### config.mk
export PLATFORM = sky130hd
export DESIGN_NAME = mem_arbiter_flat
export DESIGN_NICKNAME = d
export VERILOG_FILES = /design/src/rtl/mem_arbiter_if.sv /design/src/rtl/mem_arbiter.sv /design/src/flat_wrapper.sv
export SDC_FILE = /design/constraint.sdc
export NUM_CORES = 1
export LEC_CHECK = 0
export CORE_AREA = 2 2 335 337
export CTS_CLUSTER_SIZE = 16
export DETAILED_ROUTE_END_ITERATION = 6
export DIE_AREA = 0 0 337 339
export HOLD_SLACK_MARGIN = 0.03
export PLACE_DENSITY_LB_ADDON = 0.25
export SKIP_CTS_REPAIR_TIMING = 1
export SLEW_MARGIN = 20
export SYNTH_ARGS = -nofsm -noshare
export SYNTH_HDL_FRONTEND = slang
export SYNTH_SLANG_ARGS = --single-unit
### constraint.sdc
create_clock -name clk -period 2.2 [get_ports clk]
set_clock_uncertainty 0.15 [all_clocks]
set_input_delay 0.44 -clock clk [delete_from_list [all_inputs] [get_ports clk]]
set_output_delay 0.44 -clock clk [all_outputs]
set_load 0.02 [all_outputs]
### src/rtl/mem_arbiter_if.sv
// mem_arbiter_if: requester-side and memory-side bus bundle for the shared slow-memory port.
interface mem_arbiter_if #(
  parameter int ADDR_W = 28,
  parameter int DATA_W = 128
);
  logic              i_read, i_write, i_ready;
  logic [ADDR_W-1:0] i_addr;
  logic [DATA_W-1:0] i_wdata, i_rdata;
  logic              d_read, d_write, d_ready;
  logic [ADDR_W-1:0] d_addr;
  logic [DATA_W-1:0] d_wdata, d_rdata;
  logic              mem_read, mem_write, mem_ready;
  logic [ADDR_W-1:0] mem_addr;
  logic [DATA_W-1:0] mem_wdata, mem_rdata;
  modport slave (
    input  i_read, i_write, i_addr, i_wdata, d_read, d_write, d_addr, d_wdata, mem_rdata, mem_ready,
    output i_rdata, i_ready, d_rdata, d_ready, mem_read, mem_write, mem_addr, mem_wdata
  );
  modport master (
    output i_read, i_write, i_addr, i_wdata, d_read, d_write, d_addr, d_wdata, mem_rdata, mem_ready,
    input  i_rdata, i_ready, d_rdata, d_ready, mem_read, mem_write, mem_addr, mem_wdata
  );
endinterface

### src/rtl/mem_arbiter.sv
// mem_arbiter: round-robin arbiter sharing one slow-memory port between the I and D miss paths.
module mem_arbiter (
  input logic          clk,
  input logic          proc_reset,
  mem_arbiter_if.slave b
);
  typedef enum logic [1:0] {IDLE, SERVE_I, SERVE_D} state_t;
  state_t state, state_n;
  logic last, mask_i, mask_d;
  logic act_i, act_d, sel_i, sel_d;
  // a requester that finished last cycle may still hold its request; ignore it once
  assign act_i = (b.i_read | b.i_write) & ~mask_i;
  assign act_d = (b.d_read | b.d_write) & ~mask_d;
  assign sel_i = state == SERVE_I;
  assign sel_d = state == SERVE_D;
  always_ff @(posedge clk) begin
    if (proc_reset) begin
      state  <= IDLE;
      last   <= 1'b0;
      mask_i <= 1'b0;
      mask_d <= 1'b0;
    end else begin
      state  <= state_n;
      mask_i <= sel_i & b.mem_ready;
      mask_d <= sel_d & b.mem_ready;
      if ((sel_i | sel_d) & b.mem_ready) last <= sel_d;
    end
  end
  always_comb begin
    state_n = state;
    if (state == IDLE)
      state_n = act_i & act_d ? (last ? SERVE_I : SERVE_D) : act_i ? SERVE_I : act_d ? SERVE_D : IDLE;
    else if (b.mem_ready)
      state_n = IDLE;
  end
  assign b.mem_read  = sel_i ? b.i_read  : sel_d ? b.d_read  : 1'b0;
  assign b.mem_write = sel_i ? b.i_write : sel_d ? b.d_write : 1'b0;
  assign b.mem_addr  = sel_i ? b.i_addr  : sel_d ? b.d_addr  : '0;
  assign b.mem_wdata = sel_i ? b.i_wdata : sel_d ? b.d_wdata : '0;
  assign b.i_ready   = sel_i & b.mem_ready;
  assign b.d_ready   = sel_d & b.mem_ready;
  assign b.i_rdata   = sel_i ? b.mem_rdata : '0;
  assign b.d_rdata   = sel_d ? b.mem_rdata : '0;
endmodule

### src/flat_wrapper.sv
// flat-port wrapper written by rule: the top's interface ports become plain ports
module mem_arbiter_flat 
  (clk, proc_reset, b_i_read, b_i_write, b_i_addr, b_i_wdata, b_d_read, b_d_write, b_d_addr, b_d_wdata, b_mem_rdata, b_mem_ready, b_i_rdata, b_i_ready, b_d_rdata, b_d_ready, b_mem_read, b_mem_write, b_mem_addr, b_mem_wdata);
  mem_arbiter_if #(.ADDR_W(28), .DATA_W(128)) b_i ();
  input logic clk;
  input logic proc_reset;
  input wire logic [$bits(b_i.i_read)-1:0] b_i_read;
  input wire logic [$bits(b_i.i_write)-1:0] b_i_write;
  input wire logic [$bits(b_i.i_addr)-1:0] b_i_addr;
  input wire logic [$bits(b_i.i_wdata)-1:0] b_i_wdata;
  input wire logic [$bits(b_i.d_read)-1:0] b_d_read;
  input wire logic [$bits(b_i.d_write)-1:0] b_d_write;
  input wire logic [$bits(b_i.d_addr)-1:0] b_d_addr;
  input wire logic [$bits(b_i.d_wdata)-1:0] b_d_wdata;
  input wire logic [$bits(b_i.mem_rdata)-1:0] b_mem_rdata;
  input wire logic [$bits(b_i.mem_ready)-1:0] b_mem_ready;
  output wire logic [$bits(b_i.i_rdata)-1:0] b_i_rdata;
  output wire logic [$bits(b_i.i_ready)-1:0] b_i_ready;
  output wire logic [$bits(b_i.d_rdata)-1:0] b_d_rdata;
  output wire logic [$bits(b_i.d_ready)-1:0] b_d_ready;
  output wire logic [$bits(b_i.mem_read)-1:0] b_mem_read;
  output wire logic [$bits(b_i.mem_write)-1:0] b_mem_write;
  output wire logic [$bits(b_i.mem_addr)-1:0] b_mem_addr;
  output wire logic [$bits(b_i.mem_wdata)-1:0] b_mem_wdata;
  assign b_i.i_read = b_i_read;
  assign b_i.i_write = b_i_write;
  assign b_i.i_addr = b_i_addr;
  assign b_i.i_wdata = b_i_wdata;
  assign b_i.d_read = b_d_read;
  assign b_i.d_write = b_d_write;
  assign b_i.d_addr = b_d_addr;
  assign b_i.d_wdata = b_d_wdata;
  assign b_i.mem_rdata = b_mem_rdata;
  assign b_i.mem_ready = b_mem_ready;
  assign b_i_rdata = b_i.i_rdata;
  assign b_i_ready = b_i.i_ready;
  assign b_d_rdata = b_i.d_rdata;
  assign b_d_ready = b_i.d_ready;
  assign b_mem_read = b_i.mem_read;
  assign b_mem_write = b_i.mem_write;
  assign b_mem_addr = b_i.mem_addr;
  assign b_mem_wdata = b_i.mem_wdata;
  mem_arbiter u_core (.clk(clk), .proc_reset(proc_reset), .b(b_i));
endmodule
==> summary.md <==
| Metric | Value |
|---|---|
| Run status | finished with violations |
| Failing checks | setup timing |
| Leading cell type in the layout, fill and taps excluded | clkdlybuf4s50_1 |
| CP required | 1.61 ns |
| Slowest cell on the critical path | dfxtp_2 |
| Worst skew pair latency | around 0.23 ns |
| # setup viols final | roughly 270 |
| Critical R2R Capture | u_core.state[0]$_SDFFE_PP0P_ |
| Met2 Wirelength | about 36 mm |
| Critical path origin | u_core.state[1]$_SDFFE_PP0P_ |
| GRT Total Usage | 0.119 |
| Post-DP HPWL | 66.7 mm |
| CP arrival | roughly 2 ns |
| Sw power | roughly 2.7 mW |
| GPL Wtd Cong | 0.891 |
| Hold Crit Class | reg2reg |
| Die width | around 340 µm |
| DRC | 0 |
| Post-layout util | 0.154 |
| CP top delay family | buffers and inverters |
| Routed WL | 79.1 mm |
| Die height | ~340 µm |
| Layout cell share with drive strength beyond 1 | 0.398 |
| Met3 wire length | ~5.4 mm |
| Hold WS | roughly 0.34 ns |
| PortBufs | 862 |
| Power Dens Cells | roughly 350 nW/µm² |
| Fmax | 394 MHz |
| Fin crit share | 1.15 |
| Sw frac | 0.453 |
| Synthesized flop and latch total | 5 |
| Peak VDD IR | about 0.00017 V |
| Fillers | ~13k |
| Vias per std cell | roughly 2.8 |
| Gate power share | 0.932 |
| CP Class | reg2out |
| Synth warn | 0 |
| Global route overflow | 0 |
| LEAKAGE | 8.21 nW |
| MaxCap Viol Count | 0 |
| 1st-iter DRT viols | around 260 |
| Final Power | around 6 mW |
| Critical Path Fanout Max | 8 |
| Syn Area/Cell | approximately 7 µm² |
| Syn-to-layout area delta | 376% |
| CTS tree | built |
| Clock slew at reported path FFs | roughly 0.030 ns |
| Period minus WS final | about 2.5 ns |
| Final-report max-slew violation count | 0 |
| Unrepaired setup endpoints after global routing | true |
| Internal Power | 3.26 mW |
| Worst path depth | 8 |
| Vias after detailed routing | between 8k and 9k |
| Starting Density | 0.0323 |
| Initial DRT Pass Iterations | 5 |
| CP peak stage delay | approximately 0.32 ns |
| Synth Net Count | between 900 and 1k |
| CP bufs+invs | 5 |
| DR top layer | met5 |
| Routed Antenna Nets | 0 |
| Sequential share of power | 0.017 |
| Largest net degree at the start of global routing | 53 |
| Sequential share of the synthesized area | 0.0281 |
| Hold Violations, Final | 0 |
| Cell area after synthesis | ~3600 µm² |
| Avg WL per Cell | about 27 µm |
| Clock buffer depth | 2 |
| Final setup margin | -0.336 ns |
| CP Cell Sequence | buf_6 -> ha_4 -> and2b_4 -> buf_16 -> buf_16 -> a22o_4 -> buf_12 -> buf_12 |
| Crit path launch type | register |
| # IOs | around 860 |
| CP endpoint | b_mem_wdata[30] |
| Worst slew margin | 0.732 |
| Area of the multi-input gates | 3980 µm² |
| Die ar. | 114000 µm² |
| Total CTS buffers | 3 |
| Dpl cell area | 15500 µm² |
| Clk pwr share | 0.051 |
| Finished Cell Area | about 17000 µm² |
| Reg2reg path depth | 7 |
| Vias in the first global route | ~8.3k |
| Initial antenna violation count | 35 |
| Reg2Reg Setup Slack | around 0.75 ns |
| First-pass GRT wire length | 90.0 mm |
| Tightest Pin Transition | approximately 0.40 ns |
| Critical R2R Launch | u_core.state[1]$_SDFFE_PP0P_ |
| Fin nets | 1892 |
| Area of the core | between 100000 and 150000 µm² |
| Post-synth cell types | 18 |
| H-Tree Depth | 1 |
| Hold depth | 2 |
| Register area | approximately 100 µm² |
| CTS sink cnt | 5 |
| Crit. End Element | output pin |
| Root buf cell | clkbuf_16 |
| Row cnt | 122 |
| Most frequent cells in the layout | clkdlybuf4s50_1 (461), and2_1 (248), buf_12 (129) |
| Routed met1 length | 36.5 mm |
| Synthesized instance count | 509 |
area by class of cell:
cell class	count	share of cell area
Timing Repair Buffer	991	0.643
Multi-Input combinational cell	437	0.235
Tap cell	1488	0.110
Sequential cell	5	0.00605
Clock buffer	4	0.00465
Inverter	4	0.000886
Antenna cell	4	0.000590
synth_stat cells (all sizes together):
master	n	share of area
and2b	1	0.0021
a2111o	1	0.0032
and3b	2	0.0049
inv	4	0.0042
nand2	6	0.0063
o21ai	1	0.0014
o311ai	1	0.0025
a22o	157	0.39
nor2	2	0.0021
buf	30	0.053
ha	3	0.011
and2	258	0.45
nand3	1	0.0014
a21oi	3	0.0042
o21ba	1	0.0028
clkbuf	33	0.035
dfxtp	5	0.028
kinds of logic after synthesis:
kind of cell / after synthesis / share of synthesized area
AOI/OAI and AO/OA: 164 / 0.400
adders and majority gates: 3 / 0.0105
buffers and inverters: 67 / 0.0916
DFF: 5 / 0.0281
and+or+nand+nor: 270 / 0.470
worst reg2reg max path, cell delays in order (launching register included):
cell	delay, ns
dfxtp_2	0.34
inv_2	0.05
buf_4	0.12
buf_4	0.12
ha_1	0.20
nor2_1	0.18
nand2_1	0.09
a21oi_1	0.13
power by group through the flow:
stage / combinational, mW / sequential [mW] / clock [mW]
3_5_place_dp: 5.02 / 0.102 / 0
6_report: 5.56 / 0.103 / 0.302
5_1_grt: 5.80 / 0.103 / 0.311
4_1_cts: 5.06 / 0.101 / 0.305
3_3_place_gp: 5.04 / 0.103 / 0
2_1_floorplan: 1.56 / 0.101 / 0
metal layers:
metal / vias to the layer above / global-route usage
li1: 3672 / -
met4: 12 / 0.0138
met2: 569 / 0.195
met3: 70 / 0.0224
met5: - / 0
met1: 3966 / 0.166
worst min path at each step:
| stage | from | endpoint | slack, ns |
|---|---|---|---|
| after floorplan | u_core.last$_SDFFE_PP0P_ | u_core.last$_SDFFE_PP0P_ | 0.28 |
| after global placement | u_core.last$_SDFFE_PP0P_ | u_core.last$_SDFFE_PP0P_ | 0.29 |
| after detailed placement | u_core.last$_SDFFE_PP0P_ | u_core.last$_SDFFE_PP0P_ | 0.33 |
| after CTS | u_core.last$_SDFFE_PP0P_ | u_core.last$_SDFFE_PP0P_ | 0.33 |
| after global routing | u_core.last$_SDFFE_PP0P_ | u_core.last$_SDFFE_PP0P_ | 0.36 |
| final | u_core.last$_SDFFE_PP0P_ | u_core.last$_SDFFE_PP0P_ | 0.34 |
sequential cells by signal, indices dropped and copies added (netlist names):
name	count
u_core.mask_i	1
u_core.last	1
u_core.state	2
u_core.mask_d	1
per-stage QoR:
stage                     cells  TNS, ns  worst slack [ns]
after floorplan             509        0            0.0836
after global placement     2876   -82.64            -0.424
after detailed placement   2876   -76.09            -0.398
after CTS                  2880  -170.93            -0.648
after global routing       2930   -61.30            -0.368
final                      2933   -46.66            -0.336
Note: power is estimated with default switching activity, not from simulation.
